$ cat src/rtl/alu_share_arbiter.sv
// ---------------------------------------------------------------------------
// alu_share_arbiter
//
// Lets two requesters share one external combinational ALU. At most one
// operation is in flight. Each operation goes IDLE -> EXEC -> RESP:
//   IDLE : round-robin pick between the valid requesters, then latch a/b/op
//   EXEC : drive the latched operands to the ALU for exactly one cycle and
//          capture result/zero into the granted port's response registers
//   RESP : hold the response until the granted requester takes it
// When both requesters are valid, the one that was not served last wins.
// After reset, requester 0 wins the first tie.
//
// Ports
//   clk, rst_n                clock (rising edge), async active-low reset
//   req0_valid/ready/a/b/op   requester 0 operation handshake
//   rsp0_valid/ready          requester 0 response handshake
//   rsp0_result/zero          requester 0 registered ALU result and Zero
//   req1_*, rsp1_*            the same for requester 1
//   alu_srca/srcb/op          to the ALU; all zero (ADD 0,0) outside EXEC
//   alu_result/zero           from the ALU, sampled at the end of EXEC
// ---------------------------------------------------------------------------
module alu_share_arbiter #(
  parameter int unsigned WIDTH = 32
) (
  input  logic             clk,
  input  logic             rst_n,

  // Requester 0
  input  logic             req0_valid,
  output logic             req0_ready,
  input  logic [WIDTH-1:0] req0_a,
  input  logic [WIDTH-1:0] req0_b,
  input  logic [3:0]       req0_op,
  output logic             rsp0_valid,
  input  logic             rsp0_ready,
  output logic [WIDTH-1:0] rsp0_result,
  output logic             rsp0_zero,

  // Requester 1
  input  logic             req1_valid,
  output logic             req1_ready,
  input  logic [WIDTH-1:0] req1_a,
  input  logic [WIDTH-1:0] req1_b,
  input  logic [3:0]       req1_op,
  output logic             rsp1_valid,
  input  logic             rsp1_ready,
  output logic [WIDTH-1:0] rsp1_result,
  output logic             rsp1_zero,

  // Shared ALU
  output logic [WIDTH-1:0] alu_srca,
  output logic [WIDTH-1:0] alu_srcb,
  output logic [3:0]       alu_op,
  input  logic [WIDTH-1:0] alu_result,
  input  logic             alu_zero
);

  localparam logic [1:0] StIdle = 2'd0;
  localparam logic [1:0] StExec = 2'd1;
  localparam logic [1:0] StResp = 2'd2;

  // -------------------------------------------------------------------------
  // State
  // -------------------------------------------------------------------------
  logic [1:0]       state_q, state_d;
  logic             last_grant_q, last_grant_d;  // port served most recently
  logic             grant_q, grant_d;            // port owning the current op
  logic [WIDTH-1:0] a_q, a_d;
  logic [WIDTH-1:0] b_q, b_d;
  logic [3:0]       op_q, op_d;

  logic             rsp0_valid_q, rsp0_valid_d;
  logic [WIDTH-1:0] rsp0_result_q, rsp0_result_d;
  logic             rsp0_zero_q, rsp0_zero_d;
  logic             rsp1_valid_q, rsp1_valid_d;
  logic [WIDTH-1:0] rsp1_result_q, rsp1_result_d;
  logic             rsp1_zero_q, rsp1_zero_d;

  // -------------------------------------------------------------------------
  // Arbitration
  // -------------------------------------------------------------------------
  logic any_req;
  logic both_req;
  logic win_id;      // 0: requester 0 wins, 1: requester 1 wins
  logic accept;      // a request handshake completes this cycle
  logic rsp_ready_sel;

  always_comb begin
    any_req  = req0_valid | req1_valid;
    both_req = req0_valid & req1_valid;
    // On a tie the port not served last wins; otherwise the lone valid port.
    win_id   = both_req ? ~last_grant_q : req1_valid;
    // rst_n gates ready so no handshake can land while reset is held.
    accept   = (state_q == StIdle) & any_req & rst_n;
  end

  assign req0_ready = accept & ~win_id;
  assign req1_ready = accept &  win_id;

  assign rsp_ready_sel = grant_q ? rsp1_ready : rsp0_ready;

  // -------------------------------------------------------------------------
  // Next-state logic
  // -------------------------------------------------------------------------
  always_comb begin
    state_d       = state_q;
    last_grant_d  = last_grant_q;
    grant_d       = grant_q;
    a_d           = a_q;
    b_d           = b_q;
    op_d          = op_q;

    rsp0_valid_d  = rsp0_valid_q;
    rsp0_result_d = rsp0_result_q;
    rsp0_zero_d   = rsp0_zero_q;
    rsp1_valid_d  = rsp1_valid_q;
    rsp1_result_d = rsp1_result_q;
    rsp1_zero_d   = rsp1_zero_q;

    unique case (state_q)
      StIdle: begin
        if (accept) begin
          grant_d = win_id;
          a_d     = win_id ? req1_a  : req0_a;
          b_d     = win_id ? req1_b  : req0_b;
          op_d    = win_id ? req1_op : req0_op;
          state_d = StExec;
        end
      end

      StExec: begin
        // Only the granted port's response registers are written.
        if (grant_q) begin
          rsp1_valid_d  = 1'b1;
          rsp1_result_d = alu_result;
          rsp1_zero_d   = alu_zero;
        end else begin
          rsp0_valid_d  = 1'b1;
          rsp0_result_d = alu_result;
          rsp0_zero_d   = alu_zero;
        end
        state_d = StResp;
      end

      StResp: begin
        if (rsp_ready_sel) begin
          if (grant_q) begin
            rsp1_valid_d = 1'b0;
          end else begin
            rsp0_valid_d = 1'b0;
          end
          last_grant_d = grant_q;
          state_d      = StIdle;
        end
      end

      default: begin
        // Unreachable encoding: drop any response and return to idle.
        rsp0_valid_d = 1'b0;
        rsp1_valid_d = 1'b0;
        state_d      = StIdle;
      end
    endcase
  end

  // -------------------------------------------------------------------------
  // Registers
  // -------------------------------------------------------------------------
  always_ff @(posedge clk or negedge rst_n) begin
    if (!rst_n) begin
      state_q       <= StIdle;
      last_grant_q  <= 1'b1;  // makes requester 0 win the first tie
      grant_q       <= 1'b0;
      a_q           <= '0;
      b_q           <= '0;
      op_q          <= '0;
      rsp0_valid_q  <= 1'b0;
      rsp0_result_q <= '0;
      rsp0_zero_q   <= 1'b0;
      rsp1_valid_q  <= 1'b0;
      rsp1_result_q <= '0;
      rsp1_zero_q   <= 1'b0;
    end else begin
      state_q       <= state_d;
      last_grant_q  <= last_grant_d;
      grant_q       <= grant_d;
      a_q           <= a_d;
      b_q           <= b_d;
      op_q          <= op_d;
      rsp0_valid_q  <= rsp0_valid_d;
      rsp0_result_q <= rsp0_result_d;
      rsp0_zero_q   <= rsp0_zero_d;
      rsp1_valid_q  <= rsp1_valid_d;
      rsp1_result_q <= rsp1_result_d;
      rsp1_zero_q   <= rsp1_zero_d;
    end
  end

  // -------------------------------------------------------------------------
  // Outputs
  // -------------------------------------------------------------------------
  logic in_exec;
  assign in_exec = (state_q == StExec);

  // ALU sees the latched operation only during EXEC, otherwise ADD 0,0.
  assign alu_srca = in_exec ? a_q  : '0;
  assign alu_srcb = in_exec ? b_q  : '0;
  assign alu_op   = in_exec ? op_q : 4'd0;

  assign rsp0_valid  = rsp0_valid_q;
  assign rsp0_result = rsp0_result_q;
  assign rsp0_zero   = rsp0_zero_q;
  assign rsp1_valid  = rsp1_valid_q;
  assign rsp1_result = rsp1_result_q;
  assign rsp1_zero   = rsp1_zero_q;

endmodule

$ cat config.mk
export PLATFORM = sky130hd
export DESIGN_NAME = alu_share_arbiter
export DESIGN_NICKNAME = d
export VERILOG_FILES = /design/src/rtl/alu_share_arbiter.sv
export SDC_FILE = /design/constraint.sdc
export NUM_CORES = 1
export LEC_CHECK = 0
export BUFFER_PORTS_ARGS = -buffer_cell sky130_fd_sc_hd__buf_2
export CAP_MARGIN = 20
export CELL_PAD_IN_SITES_DETAIL_PLACEMENT = 0
export CELL_PAD_IN_SITES_GLOBAL_PLACEMENT = 1
export CORE_UTILIZATION = 35
export DETAILED_ROUTE_END_ITERATION = 8
export GPL_ROUTABILITY_DRIVEN = 1
export PLACE_DENSITY = 0.83
export SETUP_SLACK_MARGIN = 0.2
export SLEW_MARGIN = 0
export SYNTH_ARGS = -nofsm -noshare
export SYNTH_HDL_FRONTEND = slang
export SYNTH_SLANG_ARGS = --single-unit
$ cat constraint.sdc
create_clock -name clk -period 5.2 [get_ports clk]
set_clock_uncertainty 0.1 [all_clocks]
set_input_delay 0.26 -clock clk [delete_from_list [all_inputs] [get_ports clk]]
set_output_delay 0.26 -clock clk [all_outputs]
set_load 0.1 [all_outputs]
---- Yosys cells after proc, flatten, opt, wreduce, memory -nomap -nowiden ----
Index checks and enable logic that the tools add are counted.
word-level totals
  output and inout bits ................... 138
  input port bits ......................... 175
  register bits after elaboration ......... 140
  logic and storage cells ................. 57
operators by class
  equal/unequal tests ..................... 8
  bitwise operators ....................... 10
  muxes and demuxes ....................... 19
  reductions and logical operators ........ 8
operator list
  operator            number
  $mux 32             4
  $ne 2x2->1 const B  6
  $reduce_and 2->1    5
  $mux 1              8
  $mux 4              2
  $reduce_and 4->1    2
  $pmux 1 s3          2
  $pmux 2 s3          1
  $and 1x1->1         5
  $mux 2              2
  $not 1->1           4
  $eq 2x1->1 const B  1
  $eq 2x2->1 const B  1
  $logic_not 2->1     1
  $or 1x1->1          1

---- Depth between registers and ports, before layout ----
  word-level depth ........................ 5
  mapped depth ............................ 7
  gate-level depth less buffers ........... 3

---- Least setup slack after synthesis ----
Ideal clock, no wire load.
  kind .................................... reg2out
  from .................................... reg state_q[0]
  to ...................................... out req0_ready
  data arrival time ....................... 2.435 ns
  cell stages (with the launch flop) ...... 6
  path slack .............................. 2.405 ns
  path through ............................ dfrtp_1 or3b_1 clkbuf_1 buf_6 buf_6 nor3b_2
between the ends
  word-level cells in the longest chain between the ends .. 4
ends and longest elaborated chain
  what                       RTL line  text
  from (decl)                65        logic [1:0] state_q, state_d;
  from (signal assigned)     171       state_q <= StIdle;
  from (signal assigned)     184       state_q <= state_d;
  $logic_not 2->1            94        accept = (state_q == StIdle) & any_req & rst_n;
  $and 1x1->1 (2 in series)  94
  $and 1x1->1                97        assign req0_ready = accept & ~win_id;
  to (decl)                  30        output logic req0_ready,
No other way between the ends.

---- Final worst setup path ----
  from .................................... in rst_n
  to ...................................... out req0_ready
between the ends
  word-level cells in the longest chain between the ends .. 2
ends and longest elaborated chain
  what         RTL line  text
  from (decl)  26        input logic rst_n,
  $and 1x1->1  94
  $and 1x1->1  97
No other way between the ends.

==> impl_metrics.json <==
{
  "status": "complete, no violations",
  "max_stage_delay_ns": 0.78,
  "dpl_cell_area_sq_um": 8090,
  "wl_per_cell_microns": 16.3,
  "drv_cap": 0,
  "finalSetupTns_ns": 0,
  "cts_tree": "done",
  "grt.total_usage": 0.204,
  "synth_edf_count": 0,
  "min_delay_path_depth": 2,
  "ys_ff_latch": 140,
  "synth_common_cells": "dfrtp_1, nand2_1, a221o_1, and2_1, mux2_2",
  "async_flop_share": 1.00,
  "grt_start_max_net_pins": 94,
  "grt_pass1_vias": 5807,
  "yosysTopAreaCell": "dfrtp_1",
  "core-area_sq_um": 18000,
  "yosysMostFrequentCell": "dfrtp_1",
  "nets": 1120,
  "crit_arrival_ns": 3.01,
  "remaining_drc_errors": 0,
  "placed_cells": 1054,
  "worstSetupStartpointType": "primary input",
  "vias_per_cell": 4.99,
  "slowest_stage": "or3b_4",
  "hold_buffers": 99,
  "fmax_ghz": 0.297,
  "start_util": 0.356,
  "synthTopCellsByArea": "dfrtp_1, mux2_2, a221o_1",
  "cp_cell_sequence": "dlygate4sd3_1 -> buf_6 -> or3b_4 -> nor3b_2 -> buf_2",
  "worst_pin_slew_ns": 0.958,
  "io_pins": 313,
  "syn_to_final_growth_pct": 51.1,
  "setup_viol_count_final": 0,
  "cts_root_buf": "clkbuf_16",
  "post_cts_resized": 0,
  "synth_area_sq_um": 6400,
  "die_h_microns": 137,
  "clkTransAtPathRegs_ns": 0.06,
  "period_needed_ns": 3.37,
  "hpwl_mm": 12.6,
  "grt_overflow": 0,
  "final_max_slew_viol_count": 0,
  "netlist_instances": 558,
  "synth.distinct_cells": 27,
  "reg2reg_depth": 4,
  "seq_area_sq_um": 3500,
  "synthesis.nets": 733,
  "ys_seq_area_frac": 0.547,
  "die_w_microns": 137,
  "clk_latency_ns": 0.41,
  "fillerInstances": 1583,
  "routed_wirelength_mm": 19.4,
  "via_count": 5927,
  "path_max_fanout": 93,
  "dieArea_sq_um": 18800,
  "yosysTopAreaCellShare": 0.543,
  "fin_crit_sh": 0.648,
  "antenna_left": 0,
  "multi_input_area_sq_um": 2670,
  "post-cts-setup-buffers": 0,
  "final_cells": 1188,
  "cts_num_sinks": 140,
  "ys.flop_type": "dfrtp_1",
  "required_ns": 4.84,
  "antenna_found_initial": 1,
  "cts.path.max_buffers": 2,
  "ys_warn_count": 0,
  "gp_congestion": 0.767,
  "hold_viol": 0,
  "dr.pass1.iters": 5,
  "drive_gt1_frac": 0.454,
  "rsz0062_at_grt": "no",
  "end_kind": "primary output",
  "final_area_sq_um": 9680,
  "io_buffers": 312,
  "slew_headroom": 0.361,
  "drt_iter0_markers": 241,
  "syn_area_per_cell_sq_um": 11.5,
  "crit_type": "in -> out",
  "min_path_type": "in -> reg",
  "h-tree-depth": 4,
  "grt_pass1_wl_mm": 29.3,
  "cts_buffers": 17,
  "rows": 49
}
[sequential cells by signal, summed over array words and instances (netlist names), 2 cells and up]
register,cells
rsp0_result,32
b_q,32
rsp1_result,32
a_q,32
op_q,4
state_q,2
[cell type report]
class | instances | share of cell area
Inverter | 2 | 0.000776
Clock inverter | 14 | 0.0128
Clock buffer | 18 | 0.0454
Multi-Input combinational cell | 364 | 0.276
Timing Repair Buffer | 420 | 0.273
Sequential cell | 140 | 0.362
Antenna cell | 1 | 0.000259
Tap cell | 229 | 0.0296
[routing by layer]
layer  track usage  routed length [microns]  vias up
met5             0                        0        -
met1         0.242                     7960     2837
met4        0.0806                      370        0
li1              -                        -     2799
met3        0.0633                     1480       26
met2         0.342                     9560      265
[critical path, delay by kind of cell]
kind | cells | cell delay, ns
buf+inv | 3 | 1.59
simple gates | 2 | 1.09
[cells by family (layout without fill, tap and decap cells)]
family                 count (synthesis)  count (layout)  synth area share
and+or+nand+nor                      220             220             0.182
DFF                                  140             140             0.547
AOI/OAI and AO/OA                     78              78             0.115
muxes                                 66              66             0.116
buffers and inverters                 54             454            0.0399
other                                  0               1                 0
[metrics by stage]
step	util	hold slack, ns	worst slack [ns]
6_report	0.539	0.0347	1.83
5_1_grt	0.538	0.0140	1.56
4_1_cts	0.537	0.000407	1.73
3_5_place_dp	0.450	0.281	2.30
3_3_place_gp	0.450	0.274	2.32
2_1_floorplan	-	-0.136	2.41
[final timing paths]
check | endpoint | slack [ns] | startpoint
setup / recovery | req0_ready | 1.83 | rst_n
hold / removal | rsp0_result[21]$_DFFE_PN0P_ | 0.03 | alu_result[21]
setup reg to reg | a_q[16]$_DFFE_PN0P_ | 2.82 | state_q[0]$_DFFE_PN0P_
hold reg to reg | rsp1_result[12]$_DFFE_PN0P_ | 0.40 | rsp1_result[12]$_DFFE_PN0P_
max in group asynchronous | a_q[1]$_DFFE_PN0P_ | 3.41 | rst_n
min in group asynchronous | b_q[22]$_DFFE_PN0P_ | 0.35 | rst_n
[placed cells by master, fill, tap and decap left out, drive strengths merged, types with 3 or more instances in the layout]
master and n:
a21oi 5, nor2b 3, a221o 68, dfrtp 139, nand2 72, buf 320, dlygate4sd3 100, clkinvlp 3
inv 10, clkbuf 18, nor3 68, and2 68, mux2 66, clkinv 3
Power is left out: the tool's default activity adds up to more than one toggle a clock period on the data nets, which glitch-free logic cannot reach.
